`src/rtl/if_fetch_unit_pkg.sv`:
```
// Shared definitions for the instruction-fetch stage: reset defaults, FSM
// encodings and the debug view of the fetch controller.
package if_fetch_unit_pkg;

  localparam logic [31:0] DEF_RESET_PC = 32'h0000_3000;
  localparam logic [31:0] DEF_NOP_INST = 32'h0000_0000;

  typedef enum logic {
    ST_REQ  = 1'b0,
    ST_HOLD = 1'b1
  } fetch_state_e;

  typedef struct packed {
    fetch_state_e state;
    logic         pend;
  } fetch_dbg_t;

  function automatic logic [31:0] pc_plus(input logic [31:0] pc, input logic [31:0] off);
    return pc + off;
  endfunction

endpackage

```
`src/rtl/if_pc_next.sv`:
```
// Next-PC selection: a pending or freshly accepted redirect target wins,
// otherwise sequential fetch.
module if_pc_next
  import if_fetch_unit_pkg::*;
(
  input  logic [31:0] pc,
  input  logic        pend,
  input  logic [31:0] target,
  input  logic        redirect_accept,
  output logic [31:0] next_pc
);

  assign next_pc = (pend || redirect_accept) ? target : pc_plus(pc, 32'd4);

endmodule

```
`src/rtl/if_fetch_unit.sv`:
```
// Instruction fetch stage with a one-entry skid buffer, delay-slot redirect
// handling and the IF/ID pipeline register.
module if_fetch_unit
  import if_fetch_unit_pkg::*;
#(
  parameter logic [31:0] RESET_PC = DEF_RESET_PC,
  parameter logic [31:0] NOP_INST = DEF_NOP_INST
) (
  input  logic        clk,
  input  logic        reset_n,
  input  logic        stall,
  input  logic        redirect,
  input  logic [31:0] redirect_pc,
  output logic        im_req,
  output logic [31:0] im_addr,
  input  logic        im_ack,
  input  logic [31:0] im_rdata,
  output logic [31:0] IF_ID_Inst,
  output logic [31:0] IF_ID_PC,
  output logic [31:0] IF_ID_PC8,
  output logic        IF_ID_valid,
  output logic        IF_ID_misalign,
  output fetch_dbg_t  dbg
);

  // Handshake: a fetch request is open while im_req=1; it completes in the
  // cycle im_ack=1, and im_rdata is consumed in that same cycle.
  fetch_state_e state_q, state_d;
  logic [31:0]  pc_q, target_q, skid_q;
  logic         pend_q;
  logic         misalign, fetch_done, redirect_accept, advance;
  logic [31:0]  fetch_word, target_sel, next_pc;

  // A misaligned address never waits on memory; it retires as a NOP.
  assign misalign        = |pc_q[1:0];
  assign fetch_done      = im_ack || misalign;
  assign fetch_word      = misalign ? NOP_INST : im_rdata;
  assign redirect_accept = redirect && !stall;
  assign target_sel      = redirect_accept ? redirect_pc : target_q;
  assign advance         = !stall && ((state_q == ST_REQ && fetch_done) || state_q == ST_HOLD);
  assign im_addr         = pc_q;
  assign dbg             = '{state: state_q, pend: pend_q};

  if_pc_next u_pc_next (
    .pc              (pc_q),
    .pend            (pend_q),
    .target          (target_sel),
    .redirect_accept (redirect_accept),
    .next_pc         (next_pc)
  );

  always_ff @(posedge clk or negedge reset_n) begin
    if (!reset_n) state_q <= ST_REQ;
    else          state_q <= state_d;
  end

  always_comb begin
    state_d = state_q;
    case (state_q)
      ST_REQ:  if (fetch_done && stall) state_d = ST_HOLD;
      ST_HOLD: if (!stall)              state_d = ST_REQ;
      default:                          state_d = ST_REQ;
    endcase
  end

  always_comb begin
    im_req = (state_q == ST_REQ);
  end

  always_ff @(posedge clk or negedge reset_n) begin
    if (!reset_n) begin
      pc_q           <= RESET_PC;
      pend_q         <= 1'b0;
      target_q       <= '0;
      skid_q         <= '0;
      IF_ID_Inst     <= NOP_INST;
      IF_ID_PC       <= '0;
      IF_ID_PC8      <= '0;
      IF_ID_valid    <= 1'b0;
      IF_ID_misalign <= 1'b0;
    end else begin
      if (advance) begin
        pc_q           <= next_pc;
        pend_q         <= 1'b0;
        IF_ID_Inst     <= (state_q == ST_HOLD) ? skid_q : fetch_word;
        IF_ID_PC       <= pc_q;
        IF_ID_PC8      <= pc_plus(pc_q, 32'd8);
        IF_ID_valid    <= 1'b1;
        IF_ID_misalign <= misalign;
      end else if (!stall && state_q == ST_REQ) begin
        // Delay-slot fetch still outstanding: bubble and remember the target.
        IF_ID_Inst     <= NOP_INST;
        IF_ID_valid    <= 1'b0;
        IF_ID_misalign <= 1'b0;
        if (redirect) begin
          target_q <= redirect_pc;
          pend_q   <= 1'b1;
        end
      end
      if (state_q == ST_REQ && fetch_done && stall) skid_q <= fetch_word;
    end
  end

endmodule

```
`config.mk`:
```
export PLATFORM = sky130hd
export DESIGN_NAME = if_fetch_unit
export DESIGN_NICKNAME = d
export VERILOG_FILES = /design/src/rtl/if_fetch_unit_pkg.sv /design/src/rtl/if_pc_next.sv /design/src/rtl/if_fetch_unit.sv
export SDC_FILE = /design/constraint.sdc
export NUM_CORES = 1
export LEC_CHECK = 0
export ABC_AREA = 1
export BUFFER_PORTS_ARGS = -buffer_cell sky130_fd_sc_hd__clkbuf_2
export CAP_MARGIN = 20
export CORE_UTILIZATION = 55
export CTS_CLUSTER_DIAMETER = 150
export DETAILED_ROUTE_END_ITERATION = 8
export PLACE_DENSITY = 0.78
export SYNTH_ARGS = -nofsm -noshare
export SYNTH_HDL_FRONTEND = slang
export SYNTH_SLANG_ARGS = --single-unit
```
`constraint.sdc`:
```
create_clock -name clk -period 3.15 [get_ports clk]
set_clock_uncertainty 0.1 [all_clocks]
set_input_delay 0.4725 -clock clk [delete_from_list [all_inputs] [get_ports clk]]
set_output_delay 0.4725 -clock clk [all_outputs]
set_load 0.005 [all_outputs]
```
==> run summary, run 1 <==
The final period utilization is 66.30%. The area growth from synthesis to final layout came out at 18.43%. The arrival time reported for the critical path endpoint came out at 2.29 ns. The worst slack at placement came out at 0.9828 ns.

The proportion of synthesized chip area in sequential cells is 51.23%. Together, buffers and inverters on the worst path number 2. The maximum VDD drop came out at 0.4732 mV. Setup repair after global routing left no endpoint under its margin.

The register bit total from synthesis is 193. The synthesis warning total came out at 0. The post-route antenna net violation count came out at 0. In this run the biggest area consumer among cell types represents 50.68% of the synthesized area. The cell seen most often among critical-path stages is sky130_fd_sc_hd__nand2_4. For this design, the slowest cell found on the critical path is sky130_fd_sc_hd__buf_12. After synthesis, the most frequently instantiated cells are sky130_fd_sc_hd__nand2_1 (254), sky130_fd_sc_hd__dfrtp_1 (191), sky130_fd_sc_hd__inv_1 (111), sky130_fd_sc_hd__nor2_1 (107), sky130_fd_sc_hd__o21ai_0 (102). The final-report setup violation count came out at 0. The core box area is 16,640 µm². Counting every net in the synthesized netlist gives 1,223. The number of instances in the synthesized netlist is 1,152.

After filler insertion, the fill cell instance count of the layout stands at 1,378. The minimum setup slack in the final design came out at 1.061 ns. The net count of the finished layout is 1,391. Cells with a size suffix above 1 make up 22.60% of the layout.

The later pin in the worst-skew pair is clocked with a latency of 0.44 ns. The worst register-to-register path has a depth of 9. The maximum number of pins on one net before global-route repair is 162. The antenna diode count came out at 0. The kind of start point of the critical path is a flop. The HPWL after detailed placement came out at 17.80 mm.

The height of the die came out at 133.0 µm. In this run the worst hold path is classified as input pin to flop. Summing every instance area after synthesis gives 9432 µm². The count of buffers added on input and output ports is 201. The total number of vias came out at 8,480. The routed via count divided by cell count came out at 5.464. CTS placed an instance of sky130_fd_sc_hd__clkbuf_16 at the clock tree root.

The cell family contributing the most delay on the critical path is simple AND/OR/NAND/NOR gates. The routability congestion estimate from global placement is 0.9728. The internal reg-to-reg setup slack is 1.06 ns. The first-pass GRT wire length is 41.40 mm.

The amount of wire on met2 after detailed routing is 11.19 mm. STA classifies the critical path endpoint as a flop. The first detailed-routing pass ran for 5 iterations. Counting the buffers created by CTS gives 17.

The max-slew violation count is 0. The startpoint identified for the worst register-to-register timing path is im_addr[1]$_DFFE_PN0P_. No sink is reached through more buffers than the 2 on the longest clock path. The effective utilization at floorplan came out at 56.67%.

The total leakage power is 5.510 nW. Derived from the worst setup path, the maximum achievable clock frequency is 478.8 MHz. The number of DRC markers after the initial detailed-route iteration came out at 761. The final-layout setup total negative slack came out at 0 ns. The uppermost layer routed is met4. By area the synthesized netlist is led by sky130_fd_sc_hd__dfrtp_1 (51%), sky130_fd_sc_hd__nand2_1 (10%), sky130_fd_sc_hd__o21ai_0 (5.4%). The relative max-transition margin is 46.29%.

The final wirelength is 25.74 mm. The count of clock tree sinks is 193. At the pin with the least slew margin, the transition time is 0.8048 ns.

The critical path goes through inv_2, nand2_1, nor2_4, nand2_4, nand2_4, buf_12, nor2_1, nand3_1, o211ai_1. The total power per unit cell area came out at 928.3 nW/µm². The worst hold path terminates at target_q[8]$_DFFE_PN0P_. For this run, the leading register cell type out of synthesis is sky130_fd_sc_hd__dfrtp_1. The setup path with the least slack is of type flop to flop. The number of ports placed on the die boundary came out at 202. TritonCTS built the clock tree. The wire length on met1 came out at 11.88 mm. The unique cell type count in the Yosys netlist came out at 37. The die footprint is 17,680 µm². The dominant cell type by area after synthesis is sky130_fd_sc_hd__dfrtp_1. The average routed wire per standard cell came out at 16.59 µm.

Each instance of the synthesized netlist takes up on average 8.187 µm². Across every metal layer, demand over resource in global routing totals 30.11%. The total grt overflow came out at 0.

The total number of placement rows came out at 47. The remaining routing DRC violations came out at 0. The number of maximum-capacitance violations is 0.

The worst endpoint required time came out at 3.35 ns. The initial antenna violation count came to 0. The cell depth of the worst hold path came out at 3.

The horizontal die dimension came out at 133.0 µm. The run finished with clean final reports. The clock-pin slew reported for the worst setup and hold paths after clock tree synthesis came out at 0.07 ns. The startpoint of the most critical hold path is redirect_pc[8].

The endpoint of the most critical register-to-register path is im_addr[17]$_DFFE_PN0P_. In this design, the stage delay of the slowest critical-path cell is 0.44 ns. The largest fanout on the critical path came out at 161.

The final count of hold timing violations is 0. The share of async-settable or async-resettable flops after synthesis came out at 100.0%. The shortest period the worst path allows is 2.089 ns. The number of global-route vias before repair is 7,888. The number of H-tree levels is 4.

The routed length on met3 is 2.090 mm. In the post-synthesis netlist, the cell with the most instances is sky130_fd_sc_hd__nand2_1. The number of enable-type register cells in the synthesized netlist is 0.
## cell families (layout without fill, tap and decap cells)
group,after synthesis,count (layout),synth area share (%)
buffers and inverters,189,369,8.596
adders and majority gates,2,2,0.2653
and+or+nand+nor,492,492,22.66
DFF,193,193,51.23
xor gates and xnor gates,17,17,1.579
AOI/OAI and AO/OA,259,259,15.67
## per-stage QoR
| stage | hold slack, ns | instance area, µm² | power, mW | util, % | cells |
|---|---|---|---|---|---|
| 3_3_place_gp | 0.3551 | 10530 | 7.890 | 63.24 | 1520 |
| 2_1_floorplan | 0.07691 | 9432 | 6.434 | - | 1152 |
| 3_5_place_dp | 0.3592 | 10530 | 8.004 | 63.24 | 1520 |
| 5_1_grt | 0.1623 | 11170 | 11.04 | 67.12 | 1552 |
| 4_1_cts | 0.1493 | 11170 | 10.35 | 67.12 | 1552 |
| 6_report | 0.1575 | 11170 | 10.37 | 67.12 | 1552 |
## worst max path at each step
stage,startpoint,depth (start not counted),slack [ns],end
6_report,im_addr[1]$_DFFE_PN0P_,9,1.06,im_addr[17]$_DFFE_PN0P_
5_1_grt,im_addr[0]$_DFFE_PN0P_,10,0.86,im_addr[17]$_DFFE_PN0P_
4_1_cts,im_addr[1]$_DFFE_PN0P_,10,1.06,im_addr[17]$_DFFE_PN0P_
3_5_place_dp,stall,9,0.98,im_addr[11]$_DFFE_PN0P_
3_3_place_gp,stall,9,0.97,im_addr[11]$_DFFE_PN0P_
2_1_floorplan,im_addr[3]$_DFFE_PN0P_,7,1.55,IF_ID_PC8[25]$_DFFE_PN0P_
## power by group
part | switching [mW] | internal, mW
combinational | 2.10 | 1.37
clock | 0.967 | 1.38
sequential | 0.958 | 3.60
## repair_timing
| action | CTS | global route |
|---|---|---|
| hold buffers | 1 | 0 |
| endpoints found under the hold margin | 26 | 0 |
| setup buffers | 0 | 0 |
| setup endpoints to repair | 0 | 0 |
| resized for setup | 0 | 0 |
## cell usage in the layout, fill, tap and decap left out, drive strengths merged
cell / synthesis / final
nor3: 2 / 2
or2: 1 / 1
nand3: 82 / 82
nor3b: 1 / 1
inv: 123 / 124
nand4: 6 / 6
and2: 1 / 1
buf: 46 / 13
o31ai: 34 / 34
o211ai: 9 / 9
dlygate4sd3: 0 / 1
o21a: 1 / 1
dfstp: 2 / 2
a22oi: 9 / 9
a211oi: 15 / 15
xnor2: 1 / 1
ha: 2 / 2
bufinv: 0 / 4
o21ai: 124 / 124
clkinvlp: 0 / 3
o22ai: 3 / 3
clkinv: 0 / 3
xor2: 16 / 16
nand2: 269 / 269
a21oi: 58 / 58
dfrtp: 191 / 191
a31oi: 6 / 6
nor2: 130 / 130
clkbuf: 20 / 221
## registers in the layout (all words and copies together), names as in the netlist
name and count:
IF_ID_PC8 29, state_q 1, IF_ID_Inst 32, IF_ID_valid 1, im_addr 32, pend_q 1
skid_q 32, target_q 32, IF_ID_misalign 1, IF_ID_PC 32
## worst min-delay path, stage by stage
cell                       delay (ns)
sky130_fd_sc_hd__clkbuf_2        0.09
sky130_fd_sc_hd__nand2_1         0.05
sky130_fd_sc_hd__nand2_1         0.05
## final cells by class
type | instances | area [µm²] | area share, %
sequential | 193 | 4832 | 43.26
multi-input combinational | 770 | 3791 | 33.94
timing repair buffer | 215 | 1172 | 10.50
inverter | 123 | 464.2 | 4.156
clock buffer | 20 | 456.7 | 4.089
tap | 220 | 275.3 | 2.464
clock inverter | 11 | 177.7 | 1.591
## per-layer routing
| metal | global-route usage, % | vias to the layer above |
|---|---|---|
| li1 | - | 4076 |
| met1 | 45.31 | 3976 |
| met3 | 6.054 | 48 |
| met2 | 43.34 | 380 |
| met4 | 10.09 | 0 |
| met5 | 0 | - |
No activity file was read; power rests on OpenSTA's default activity.
==> run 2, diff against run 1 <==
ABC_AREA = 0   (was 1)
PLACE_DENSITY = 0.79   (was 0.78)
clock period = 2 ns   (was 3.15 ns; I/O delays follow)
==> run summary, run 2 <==
The flow ran to the end, and the final reports show no timing, DRC or antenna violations. The number of global-route vias before repair is 7,830 (-0.74%). The total number of placement rows came out at 46 (-2.1%). Leaving out fill and tap cells, the most frequent cells in the layout are sky130_fd_sc_hd__nand2_1 (251), sky130_fd_sc_hd__clkbuf_2 (200), sky130_fd_sc_hd__dfrtp_1 (181). The worst endpoint required time came out at 2.22 ns (-1.13 ns).

The total number of vias came out at 8,404 (-0.90%). Sorting the synthesized cells by how often they occur yields sky130_fd_sc_hd__nand2_1 (254), sky130_fd_sc_hd__dfrtp_1 (191), sky130_fd_sc_hd__o21ai_0 (116), sky130_fd_sc_hd__nor2_1 (58), sky130_fd_sc_hd__a21oi_1 (52). The final wirelength is 26.09 mm (+1.3%).

The share of async-settable or async-resettable flops after synthesis came out at 100.0% (unchanged). The clock tree from TritonCTS is built. The worst setup path is captured at a flop. The number of enable-type register cells in the synthesized netlist came out at 0 (unchanged). The relative max-transition margin came to 62.64% (+16 points). The area growth from synthesis to final layout is 27.05%. The final count of hold timing violations came out at 0 (unchanged). The critical setup path kind is flop to flop. The synthesis warning total is 0 (unchanged). The iteration count of the initial detailed-routing pass is 5 (unchanged).

The maximum number of pins on one net before global-route repair came out at 72 (-56%). The die footprint is 17,250 µm² (-2.4%). The remaining routing DRC violations came to 0 (unchanged).

The max-slew violation count is 0 (unchanged). The shortest period the worst path allows is 1.948 ns (-0.1410 ns). The horizontal die dimension came out at 131.3 µm (-1.2%). The number of instances in the synthesized netlist is 999 (-13%).

The library cell used most frequently in the layout, excluding fill and tap cells, is sky130_fd_sc_hd__nand2_1. The maximum operating frequency came out at 513.5 MHz (+7.2%). The worst slack at placement is -0.006236 ns (-0.9890 ns). The arrival time reported for the critical path endpoint is 2.17 ns (-0.12 ns). The net count of the finished layout came out at 1,299 (-6.6%). The average routed wire per standard cell came out at 17.90 µm (+7.9%).

The final-report setup violation count was 0 (unchanged). The final core utilization is 72.53% (+5.4 points). The per-instance average area after synthesis came out at 9.209 µm² (+12%). The clock buffer count from CTS is 17 (unchanged).

The maximum VDD drop is 0.6752 mV (+43%). The effective utilization at floorplan was 57.09% (+0.42 points). By area the synthesized netlist is led by sky130_fd_sc_hd__dfrtp_1 (52%), sky130_fd_sc_hd__nand2_1 (10%), sky130_fd_sc_hd__o21ai_0 (6.3%). The placed instance count is 1,416 (-6.8%).

The count of placed standard cells in the final layout, fillers left out came to 1,457 (-6.1%). The number of H-tree levels was 4 (unchanged). The hold slack came out at 0.006283 ns (-0.1512 ns).

The number of DRC markers after the initial detailed-route iteration came out at 738 (-3.0%). The largest fanout on the critical path is 7 (-96%). The minimum setup slack in the final design is 0.05243 ns (-1.009 ns). The clock tree buffer depth is 2 (unchanged). The antenna diode count is 0 (unchanged).

The kind of start point of the critical path is a flop. The number of nets produced by synthesis came to 1,070 (-13%). The number of maximum-capacitance violations came out at 0 (unchanged). The total standard cell area after synthesis was 9200 µm² (-2.5%). The initial antenna violation count is 0 (unchanged). The height of the die is 131.3 µm (-1.2%). The routability congestion estimate from global placement came out at 0.9173 (-5.7%). The HPWL after detailed placement came out at 18.41 mm (+3.4%). The min-delay analysis places its worst path in the category input pin to flop.

The slew of the pin with the lowest slew margin is 0.5605 ns (-0.2444 ns). The core box area came to 16,120 µm² (-3.2%). The clock-pin slew reported for the worst setup and hold paths after clock tree synthesis came out at 0.07 ns (about the same). The number of port buffers is 201 (unchanged). For this run, the leading register cell type out of synthesis is sky130_fd_sc_hd__dfrtp_1.

The routed via count divided by cell count came out at 5.768 (+5.6%). The overall fraction of global-route tracks in use was 31.12% (+1.0 points). The final-layout setup total negative slack is 0 ns (unchanged). The share of post-route cells with drive strength above 1 came out at 32.96% (+10 points). The count of clock tree sinks came out at 193 (unchanged). The first-pass GRT wire length was 42.46 mm (+2.6%). The final period utilization came out at 97.38% (+31 points). The area share of the largest cell type after synthesis is 51.95% (+1.3 points). The biggest area contributor in the post-synthesis netlist is sky130_fd_sc_hd__dfrtp_1. The post-route antenna net violation count came out at 0 (unchanged). The clock root buffer is sky130_fd_sc_hd__clkbuf_16. The total leakage power is 5.548 nW (+0.69%).

The worst-skew pair later-pin latency was 0.44 ns (about the same). The total power per unit cell area came out at 1058 nW/µm² (+14%). The total grt overflow came out at 0 (unchanged). The most instantiated library cell after synthesis is sky130_fd_sc_hd__nand2_1. The number of ports placed on the die boundary is 202 (unchanged). The proportion of synthesized chip area in sequential cells came out at 52.52% (+1.3 points). The unique cell type count in the Yosys netlist was 63 (+70%).

The register bit total from synthesis came out at 193 (unchanged).
[run 2: power breakdown]
group	leakage [nW]	switching [mW]	total, mW	internal, mW
Clock	0.284	1.55	3.35	1.81
Sequential	2.44	0.724	5.64	4.91
Combinational	2.83	1.80	3.38	1.58
[run 2: stage by stage]
step	power, mW	area [µm²]
floorplan	7.216	9209
global placement	8.802	10920
detailed placement	8.960	10920
CTS	12.33	11590
global route	13.01	11690
finish	12.37	11690
[run 2: layer usage]
metal	track usage (%)	routed length, µm
met1	46.02	11450
met2	46.42	12000
met3	5.826	2167
met4	9.819	466
met5	0	0
[run 2: final timing paths]
check | from | to | slack, ns | cells after the start
worst min register to register | IF_ID_PC[12]$_DFFE_PN0P_ | IF_ID_PC[12]$_DFFE_PN0P_ | 0.38 | 2
worst max register to register | im_addr[3]$_DFFE_PN0P_ | im_addr[31]$_DFFE_PN0P_ | 0.05 | 6
worst min-delay path | im_rdata[18] | skid_q[18]$_DFFE_PN0P_ | 0.006 | 3
min in group asynchronous | reset_n | IF_ID_Inst[10]$_DFFE_PN0P_ | 0.35 | 2
worst max-delay path | im_addr[3]$_DFFE_PN0P_ | im_addr[31]$_DFFE_PN0P_ | 0.05 | 6
max in group asynchronous | reset_n | IF_ID_PC8[25]$_DFFE_PN0P_ | 0.82 | 3
[run 2: logic make-up after synthesis]
| group | Yosys count | synth area share, % |
|---|---|---|
| xor gates and xnor gates | 27 | 2.570 |
| buffers and inverters | 92 | 4.624 |
| AOI/OAI and AO/OA | 238 | 15.00 |
| adders and majority gates | 2 | 0.2720 |
| and+or+nand+nor | 411 | 20.63 |
| DFF | 193 | 52.52 |
| muxes | 36 | 4.379 |
[run 2: critical path, cell delays in order (launching register included)]
cell,delay (ns)
sky130_fd_sc_hd__dfrtp_2,0.40
sky130_fd_sc_hd__ha_4,0.15
sky130_fd_sc_hd__nand4_1,0.16
sky130_fd_sc_hd__or3_4,0.49
sky130_fd_sc_hd__nor4_4,0.32
sky130_fd_sc_hd__o21ai_1,0.09
sky130_fd_sc_hd__o2bb2ai_1,0.12
[run 2: area by class of cell]
class	count	area, µm²
repair buffers	295	1884
well taps	216	270.3
fillers	1234	4427
clock buffers	19	452.9
clock inverters	13	128.9
inverters	6	22.52
flip-flops and latches	193	4845
multi-input cells	715	4085
[run 2: repair_timing]
action	4_1_cts	5_1_grt
buffers inserted	2	3
hold buffers	4	0
hold endpoints to repair	53	0
pin swaps	0	12
setup endpoints to repair	9	68
gates resized for setup	5	22
gates cloned	1	0
